File: src/rtl/bus_arb_pkg.sv
// Shared definitions for the 32-source round-robin bus arbiter.
//   N_SRC / SEL_W : fixed requester count and select-index width
//   arb_state_e   : arbiter FSM states
//   onehot()      : index -> one-hot source-enable vector
package bus_arb_pkg;

  localparam int unsigned N_SRC = 32;
  localparam int unsigned SEL_W = 5;

  typedef enum logic [1:0] {
    IDLE    = 2'd0,
    GRANT   = 2'd1,
    RECOVER = 2'd2
  } arb_state_e;

  function automatic logic [N_SRC-1:0] onehot(input logic [SEL_W-1:0] idx);
    logic [N_SRC-1:0] v;
    v      = '0;
    v[idx] = 1'b1;
    return v;
  endfunction

endpackage

File: src/rtl/rr_pick32.sv
// Combinational round-robin picker.
//   req    : request lines
//   ptr    : highest-priority index for this search
//   winner : first requester found at ptr, ptr+1, ... (mod 32)
//   any    : at least one request present
module rr_pick32
  import bus_arb_pkg::*;
(
  input  logic [N_SRC-1:0] req,
  input  logic [SEL_W-1:0] ptr,
  output logic [SEL_W-1:0] winner,
  output logic             any
);

  logic [SEL_W-1:0] idx;
  logic             found;

  // Scanning ptr+i with a 5-bit sum is the rotate / find-first / add-back
  // sequence folded into one loop; the index wraps 31 -> 0 naturally.
  always_comb begin
    winner = '0;
    found  = 1'b0;
    idx    = '0;
    for (int unsigned i = 0; i < N_SRC; i++) begin
      idx = ptr + SEL_W'(i);
      if (!found && req[idx]) begin
        winner = idx;
        found  = 1'b1;
      end
    end
    any = |req;
  end

endmodule

File: src/rtl/bus_arbiter_rr32.sv
// Round-robin arbiter for the shared 32-source internal bus.
//   clock     : system clock, rising edge
//   clear     : asynchronous active-low reset
//   req       : level-sensitive request lines
//   grant     : one-hot bus-drive enable, zero when no owner
//   bus_sel   : index of the current or last owner
//   bus_valid : high while grant is non-zero
//   timeout   : one-cycle pulse during the RECOVER cycle after preemption
// One dead RECOVER cycle separates owners; an owner is preempted after
// MAX_HOLD consecutive GRANT cycles (MAX_HOLD = 0 disables preemption).
module bus_arbiter_rr32
  import bus_arb_pkg::*;
#(
  parameter int unsigned MAX_HOLD = 16
) (
  input  logic             clock,
  input  logic             clear,
  input  logic [N_SRC-1:0] req,
  output logic [N_SRC-1:0] grant,
  output logic [SEL_W-1:0] bus_sel,
  output logic             bus_valid,
  output logic             timeout
);

  localparam int unsigned     HC_W      = (MAX_HOLD > 1) ? $clog2(MAX_HOLD) : 1;
  localparam int unsigned     LAST_INT  = (MAX_HOLD == 0) ? 0 : MAX_HOLD - 1;
  localparam logic [HC_W-1:0] HOLD_LAST = HC_W'(LAST_INT);

  arb_state_e       state_q, state_d;
  logic [SEL_W-1:0] owner_q, owner_d;
  logic [SEL_W-1:0] ptr_q, ptr_d;
  logic [HC_W-1:0]  hold_cnt_q, hold_cnt_d;
  logic [N_SRC-1:0] grant_q, grant_d;
  logic             valid_q, valid_d;
  logic             timeout_q, timeout_d;

  logic [SEL_W-1:0] pick_winner;
  logic             pick_any;

  rr_pick32 u_pick (
    .req    (req),
    .ptr    (ptr_q),
    .winner (pick_winner),
    .any    (pick_any)
  );

  always_comb begin
    state_d    = state_q;
    owner_d    = owner_q;
    ptr_d      = ptr_q;
    hold_cnt_d = hold_cnt_q;
    timeout_d  = 1'b0;

    unique case (state_q)
      IDLE, RECOVER: begin
        if (pick_any) begin
          state_d    = GRANT;
          owner_d    = pick_winner;
          hold_cnt_d = '0;
        end else begin
          state_d = IDLE;
        end
      end
      GRANT: begin
        // Release takes precedence over preemption, so a coincident drop
        // never raises timeout.
        if (!req[owner_q]) begin
          state_d = RECOVER;
          ptr_d   = owner_q + 1'b1;
        end else if ((MAX_HOLD != 0) && (hold_cnt_q == HOLD_LAST)) begin
          state_d   = RECOVER;
          ptr_d     = owner_q + 1'b1;
          timeout_d = 1'b1;
        end else begin
          hold_cnt_d = hold_cnt_q + 1'b1;
        end
      end
      default: state_d = IDLE;
    endcase

    // Outputs are registered from the next-state values, so each flop
    // mirrors what a decode of state_q/owner_q would give, without decode glitches.
    valid_d = (state_d == GRANT);
    grant_d = valid_d ? onehot(owner_d) : '0;
  end

  always_ff @(posedge clock or negedge clear) begin
    if (!clear) begin
      state_q    <= IDLE;
      owner_q    <= '0;
      ptr_q      <= '0;
      hold_cnt_q <= '0;
      grant_q    <= '0;
      valid_q    <= 1'b0;
      timeout_q  <= 1'b0;
    end else begin
      state_q    <= state_d;
      owner_q    <= owner_d;
      ptr_q      <= ptr_d;
      hold_cnt_q <= hold_cnt_d;
      grant_q    <= grant_d;
      valid_q    <= valid_d;
      timeout_q  <= timeout_d;
    end
  end

  assign grant     = grant_q;
  assign bus_valid = valid_q;
  assign bus_sel   = owner_q;
  assign timeout   = timeout_q;

endmodule

File: config.mk
export PLATFORM = sky130hd
export DESIGN_NAME = bus_arbiter_rr32
export DESIGN_NICKNAME = d
export VERILOG_FILES = /design/src/rtl/bus_arb_pkg.sv /design/src/rtl/rr_pick32.sv /design/src/rtl/bus_arbiter_rr32.sv
export SDC_FILE = /design/constraint.sdc
export NUM_CORES = 1
export LEC_CHECK = 0
export CORE_MARGIN = 5
export CORE_UTILIZATION = 45
export CTS_CLUSTER_SIZE = 10
export DETAILED_ROUTE_END_ITERATION = 6
export PLACE_DENSITY = 0.64
export SLEW_MARGIN = 40
export SYNTH_ARGS = -nofsm -noshare
export SYNTH_HDL_FRONTEND = slang
export SYNTH_SLANG_ARGS = --single-unit
File: constraint.sdc
create_clock -name clock -period 7.25 [get_ports clock]
set_input_delay 0.725 -clock clock [delete_from_list [all_inputs] [get_ports clock]]
set_output_delay 0.725 -clock clock [all_outputs]
set_load 0.05 [all_outputs]
# After elaboration in Yosys (flattened, before gate mapping)
# Index checks and enable logic that the tools add are counted.
# word_totals
register_bits	50
word_cells	299
out_inout_bits	39
# op_classes
magnitude_cmp	35
add_sub_neg	33
n_mux	147
n_reduce_logical	69
eq_ne	8
# op_table
cell	count
< comparator 5 x 6 -> 1 bit (second input constant)	34
2-to-1 mux 5 bit	36
binary-select mux 1 bit (select 5 bit)	33
adder 5 bit (second input constant)	16
2-to-1 mux 1 bit	69
adder 5 x 4 -> 5 bit (second input constant)	8
logical AND 1 bit	32
2-to-1 mux 32 bit	1
OR reduction 32 bit	1
logical NOT 1 bit	31
adder 5 x 3 -> 5 bit (second input constant)	4
2-to-1 mux 4 bit	3
adder 5 x 1 -> 5 bit (second input constant)	2
adder 5 x 2 -> 5 bit (second input constant)	2
case mux 4 bit (2 select lines)	1
inequality test 2 bit (second input constant)	3
demux 1 bit (select 5 bit)	1
greater-or-equal comparator 5 x 1 -> 1 bit (second input constant)	1
adder 4 x 1 -> 4 bit (second input constant)	1
== test 2 x 1 -> 1 bit (second input constant)	2
== test 4 bit (second input constant)	1
2-to-1 mux 2 bit	2
case mux 2 bit (2 select lines)	1
AND reduction 4 bit	1
6 further kinds	6

# Depth between registers and ports, before layout
# Gate-level depths: netlist (run 1).
# depth
depth_word	103
depth_mapped	25

# By module
# Synthesis (run 1) repeated with hierarchy kept, for this count alone.
# hier_totals
hier_cells	937
area_unflattened_um2	8378.0
# modules_own_cells
module	instances	seq_area_each_um2	cells_per_inst	area_per_inst_um2
rr_pick32	1	0.0	747	6113.4
bus_arbiter_rr32	1	1251.2	190	2264.7

# Least setup slack after synthesis (run 1)
# Ideal clock, no wire load.
# synth_path
path_type	reg2reg
from	register ptr_q[2]
to	register grant_q[21], in the netlist grant[21]
slack_ns	1.515
t_required_ns	7.155
n_path_buf	9
path_stages_with_launch	24
setup_ns	0.095
arrival_ns	5.640
synth_period_minus_slack_ns	5.735
cell_sequence	dfrtp_1 -> buf_2 -> inv_1 -> clkbuf_1 -> clkbuf_1 -> ha_1 -> buf_2 -> buf_2 -> buf_2 -> mux4_2 -> mux2_2 -> mux4_2 -> a211o_2 -> nor3_4 -> buf_6 -> buf_8 -> nand4_2 -> o221ai_2 -> and2_1 -> o22ai_1 -> a21oi_4 -> inv_4 -> buf_6 -> nor4_4
# synth_via
elab_chain_len	103
elab_cells_between_ends	228
cone_classes	31 x add/sub; 2 x order compare; 132 x mux; 63 x reduce/logical
# synth_rtl
item	line_no	rtl
from (decl)	bus_arbiter_rr32.sv:31	logic [SEL_W-1:0] ptr_q, ptr_d;
from (signal assigned)	bus_arbiter_rr32.sv:99	ptr_q <= ptr_d;
parallel branches: the longest is 95 deep, another holds adder 5 x 1 -> 5 bit	-	
2-to-1 mux 5 bit (*)	rr_pick32.sv:26	if (!found && req[idx]) begin
2-to-1 mux 5 bit (*)	bus_arbiter_rr32.sv:56	if (pick_any) begin
2-to-1 mux 5 bit (*)	bus_arbiter_rr32.sv:54	unique case (state_q)
net owner_d[3]	bus_arbiter_rr32.sv:30	logic [SEL_W-1:0] owner_q, owner_d;
< comparator 5 x 6 -> 1 bit (implied by the code) or greater-or-equal comparator 5 x 1 -> 1 bit (tied branches)	bus_arb_pkg.sv:19	v[idx] = 1'b1;
logical AND 1 bit (implied by the code)	bus_arb_pkg.sv:19	
2-to-1 mux 1 bit (implied by the code)	bus_arb_pkg.sv:19	
demux 1 bit (select 5 bit) (*)	bus_arb_pkg.sv:19	
2-to-1 mux 32 bit (*)	bus_arbiter_rr32.sv:84	grant_d = valid_d ? onehot(owner_d) : '0;
net grant_d[21]	bus_arbiter_rr32.sv:33	logic [N_SRC-1:0] grant_q, grant_d;
to (signal assigned)	bus_arbiter_rr32.sv:101	grant_q <= grant_d;
to (decl)	bus_arbiter_rr32.sv:33	
# Mark *: on every way through the listed nets, which the timed path passes. The select of a mux whose other input is x is not followed.
# A chain may end at the register's enable or synchronous reset.

# Final worst setup path (run 1)
# layout_path
from	register ptr_q[1]
to	register grant_q[8], in the netlist grant[8]
# The elaborated chain is that of the path after synthesis.

==> flow_summary.toml, run 1 <==
[status]
status = "completed"

[timing]
holdWs_ps = 524
clock_skew_ps = 7.39
post-route-min-period_ps = 6340
finalSetupViolCount = 0
tightest_slew_ps = 944
rsz0062_at_grt = "false"
hold_violations = 0
setup_tns_ps = 0
slew_viol_final = 0
timing.fmax_ghz = 0.158
slew_headroom_pct = 36.4
fin_crit_sh_pct = 87.4

[detailed_routing]
wire_per_inst_um = 30.3
vias = 10057
first_iter_violations = 1569
finalWirelength_um = 40300
firstDrtPassIters = 5
route.detailed.drc = 0
ant_nets = 0
vias_per_cell = 7.56

[placed_design]
gp_congestion = 1.07
port_buffers = 72
dp_hpwl_um = 30800

[clocking]
cts.sinks = 50
cts_tree = "built"
cts_made_buffers = 5
clock-root-buffer = "clkbuf_16"
cts.reportedPaths.clkPinSlew_ps = 70
postCtsSetupRepairBufs = 0
ctsHoldBuffers = 0
htreeDepth = 2
clock_path_buffers = 2
post_cts_resized = 0
clk_latency_ps = 290

[synth]
yosysMostFrequentCell = "mux4_2"
seq_area_frac_synth_pct = 13.0
synth_commonest_cells = "98 x mux4_2, 84 x mux2i_1, 64 x nor2_1"
synth_edf_count = 0
syn_avg_cell_area_um2 = 9.43
yosysTopAreaCellShare_pct = 23.0
async_reset_ff_share_pct = 100
ys_warn_count = 0
ys_types = 98
synthCells = 1019
synthTopCellsByArea = "mux4_2 23%, dfrtp_1 13%, mux2i_1 8.8%"
syn_nets = 1067
synth_top_area_cell = "mux4_2"
ys.flop_type = "dfrtp_1"
synth-seq-cells = 50
syn_area_mm2 = 0.00961

[worst_setup_path]
crit_fanout = 37
critical_path_required_ps = 7440
endpoint_kind = "flip-flop"
crit_arrival_ps = 6530
startpoint_type = "flip-flop"
worst-setup-path-type = "flip-flop to flip-flop"

[run]
cap_violations = 0

[final_layout]
drive_gt1_share_pct = 23.4
fillCellCount = 1908
nNetsFinal = 1102
area_growth_pct = 11.2
antenna_cells = 0

[die]
die-area_mm2 = 0.0244
start_util_pct = 45.7
coreArea_mm2 = 0.0210
die_h_um = 156
die_width_um = 156
pin_count = 73
fp-row-count = 53

[global_routing]
grt_pass1_wl_um = 60400
grt_max_degree = 51
grt_pass1_vias = 9495
track_usage_pct = 32.4
antenna_found_initial = 0
grt_overflow_total = 0

[min_path]
worstHoldPathType = "input port to async pin"
## state kept, by name (all words and copies together) (netlist names)
| register | cells |
|---|---|
| grant | 32 |
| timeout | 1 |
| state_q | 2 |
| bus_valid | 1 |
| hold_cnt_q | 4 |
| bus_sel | 5 |
| ptr_q | 5 |
## cell usage in the layout, fill, tap and decap left out, types with 6 or more instances in the layout
master,instances
nor4_1,29
o211ai_1,21
o21ai_0,38
xor2_1,14
or3_1,10
o22ai_1,8
dfrtp_1,48
xnor2_1,17
nor3_1,30
a211oi_1,9
nor3_2,8
inv_1,28
and3_1,6
a21boi_0,6
buf_4,37
or2_2,7
nand2_1,60
mux2i_1,83
a221oi_1,7
nor2b_1,7
nor2_1,64
a22oi_1,9
ha_1,14
clkdlybuf4s50_1,71
mux4_2,98
a41oi_1,8
a21oi_1,49
nand4_1,26
nand3_1,30
mux2_2,31
nand2b_1,7
and2_1,12
o221ai_1,6
o21a_1,7
and4_1,11
nor4_2,10
## worst paths after layout
check | from | to | slack (ps) | depth (start not counted)
setup / recovery | ptr_q[1] | grant[8] | 910 | 15
hold / removal | clear | grant[15] | 520 | 2
setup reg to reg | ptr_q[1] | grant[8] | 910 | 15
hold reg to reg | hold_cnt_q[1] | hold_cnt_q[1] | 530 | 2
max in group asynchronous | clear | ptr_q[1] | 6240 | 2
min in group clock | hold_cnt_q[1] | hold_cnt_q[1] | 530 | 2
## metal layers
metal	track usage, %	part of all wire [%]	vias up
li1	-	-	4173
met1	45.7	39	4928
met2	48.2	44	792
met3	6.44	11	164
met4	14.5	6.1	0
met5	0	0	-
## critical path, cell delays in order (launching register included)
cell and delay (ps):
dfrtp_4 500, buf_4 530, buf_4 490, mux2i_1 180, mux4_2 490, mux2i_1 700
mux2i_2 130, buf_4 220, nand4_2 200, nor2_1 190, a221oi_1 490, nor4bb_1 740
a41o_1 440, nor2_4 90, or3_1 530, nor4_2 240
## layout make-up
type / instances / area (um2) / share of cell area (%)
Clock buffer: 6 / 139 / 1.30
Clock inverter: 2 / 16.3 / 0.152
Inverter: 35 / 136 / 1.28
Multi-Input combinational cell: 853 / 7800 / 73.0
Sequential cell: 50 / 1260 / 11.8
Tap cell: 275 / 344 / 3.22
Timing Repair Buffer: 109 / 993 / 9.30
## logic make-up (layout without fill, tap and decap cells)
kind of cell / after synthesis / count (layout) / share of synthesized area [%]
AO/OA/AOI/OAI: 237 / 237 / 17.8
XOR/XNOR: 38 / 38 / 3.62
adder cells (fa/ha/maj): 14 / 14 / 1.82
buffers and inverters: 116 / 152 / 6.33
flip-flops: 50 / 50 / 13.0
multiplexers: 217 / 217 / 36.0
AND/OR/NAND/NOR: 347 / 347 / 21.4
## per-stage QoR
stage / setup WS (ps) / cell area [um2] / instances / utilization (%)
floorplan: 1520 / 9610 / 1019 / -
global placement: 1080 / 10500 / 1322 / 49.9
detailed placement: 1080 / 10500 / 1322 / 50.0
CTS: 1090 / 10700 / 1330 / 50.7
global route: 636 / 10700 / 1330 / 50.8
finish: 912 / 10700 / 1330 / 50.8
Power of run 1 is left out: the tool's default activity adds up to more than one toggle a clock period on the data nets, which glitch-free logic cannot reach.
==> run 2: changes to the inputs <==
Settings changed: CORE_UTILIZATION 45 to 46, PLACE_DENSITY 0.64 to 0.65, SLEW_MARGIN 40 to 15.
Clock period 7.25 ns to 7.2 ns, I/O delays scaled along.
==> run 2 against run 1 <==
Against the previous run:
- flip-flop and latch count did not move
- die area decreased by 2.0%
- fmax up 1.6%
- worst hold slack barely moved
- non-clock buffer count shrank 1
- count of clock-buffer cells in the layout is 1 lower
- via count decreased by 0.72%
- first-iteration DRC count shrank 13%
- critical path depth unchanged
- critical path type unchanged
==> flow_summary.toml, run 2 (same netlist as run 1, synthesis figures left out) <==
[status]
status = "completed"

[detailed_routing]
wire_per_inst_um = 29.5
vias = 9985
finalWirelength_um = 39100
vias_per_cell = 7.55
first_iter_violations = 1366
route.detailed.drc = 0
ant_nets = 0
firstDrtPassIters = 5

[global_routing]
grt_use_met1_pct = 43.9
use_met2_pct = 47.6
grt_max_degree = 66
grt_overflow_total = 0
grt_pass1_wl_um = 58500
top_usage_layer = "met2"
global_route.usage.met3_pct = 6.71
track_usage_pct = 31.7
antenna_found_initial = 0
grt_pass1_vias = 9241

[timing]
timing.fmax_ghz = 0.160
fin_crit_sh_pct = 86.6
hold_violations = 0
finalSetupViolCount = 0
setup_tns_ps = 0
clock_skew_ps = 5.31
slew_headroom_pct = 26.8
rsz0062_at_grt = "false"
post-route-min-period_ps = 6240
tightest_slew_ps = 1070
slew_viol_final = 0

[clocking]
post_cts_resized = 0
cts.reportedPaths.clkPinSlew_ps = 70
cts_made_buffers = 5
htreeDepth = 2
clock-root-buffer = "clkbuf_16"
clock_path_buffers = 2
ctsHoldBuffers = 0
postCtsSetupRepairBufs = 0
clk_latency_ps = 290
cts.sinks = 50
cts_tree = "built"

[die]
coreArea_mm2 = 0.0204
die_h_um = 155
fp-row-count = 52
start_util_pct = 47.0
pin_count = 73
die_width_um = 155
die-area_mm2 = 0.0239

[worst_setup_path]
crit_top_cell = "mux2i_1"
slowest_delay_ps = 910
reg2reg_depth = 15
cp_slowest_cell = "mux2i_1"
cp_num_cells = 15
startpoint_type = "flip-flop"
crit_arrival_ps = 6420
critical_path_required_ps = 7390
worst-setup-path-type = "flip-flop to flip-flop"
endpoint_kind = "flip-flop"
critPathBufInv = 3
path_cells = "buf_4 > mux4_2 > mux2i_1 > mux2i_1 > mux2i_1 > nand4_2 > or3_1 > nor3_1 > a21oi_1 > or3b_2 > a22oi_2 > buf_4 > inv_2 > o2111ai_1 > nor3_1"
crit_family = "multiplexers"
crit_fanout = 65

[final_layout]
drive_gt1_share_pct = 22.8
largest_reg_flops = 32
nNetsFinal = 1101
mostFrequentLayoutCells = "98 x mux4_2, 84 x mux2i_1, 71 x clkdlybuf4s50_1"
layout_commonest_cell = "mux4_2"
utilization_pct = 52.1
area_growth_pct = 10.7
antenna_cells = 0

[placed_design]
port_buffers = 72
gp_congestion = 1.04
dp_hpwl_um = 29900

[run]
cap_violations = 0

[min_path]
worstHoldPathType = "input port to async pin"
==> run 2: per-layer routing <==
metal | vias up | routed length, um
met5 | - | 0
met4 | 0 | 2380
met3 | 163 | 4560
met2 | 774 | 17000
met1 | 4886 | 15100
li1 | 4162 | -
==> run 2: through the flow <==
stage / setup slack (ps) / hold slack, ps / cell area [um2] / std cells
2_1_floorplan: 1470 / 424 / 9610 / 1019
3_3_place_gp: 1150 / 497 / 10500 / 1316
3_5_place_dp: 1140 / 511 / 10500 / 1316
4_1_cts: 1120 / 526 / 10600 / 1323
5_1_grt: 715 / 552 / 10600 / 1323
6_report: 962 / 524 / 10600 / 1323
==> run 2: final cells by class <==
cell class	instances	area, um2
fillers	1909	9800
multi-input cells	853	7750
flip-flops and latches	50	1260
repair buffers	108	986
well taps	270	338
inverters	35	136
clock buffers	5	125
clock inverters	2	38.8
==> run 2: path summary, 6_finish.rpt <==
path | start | end | slack, ps
hold / removal | clear | grant[7] | 520
max in group asynchronous | clear | ptr_q[1] | 6200
setup reg to reg | ptr_q[1] | grant[30] | 960
min in group clock | hold_cnt_q[1] | hold_cnt_q[1] | 530
hold reg to reg | hold_cnt_q[1] | hold_cnt_q[1] | 530
setup / recovery | ptr_q[1] | grant[30] | 960
Power of run 2 is left out for the same reason.
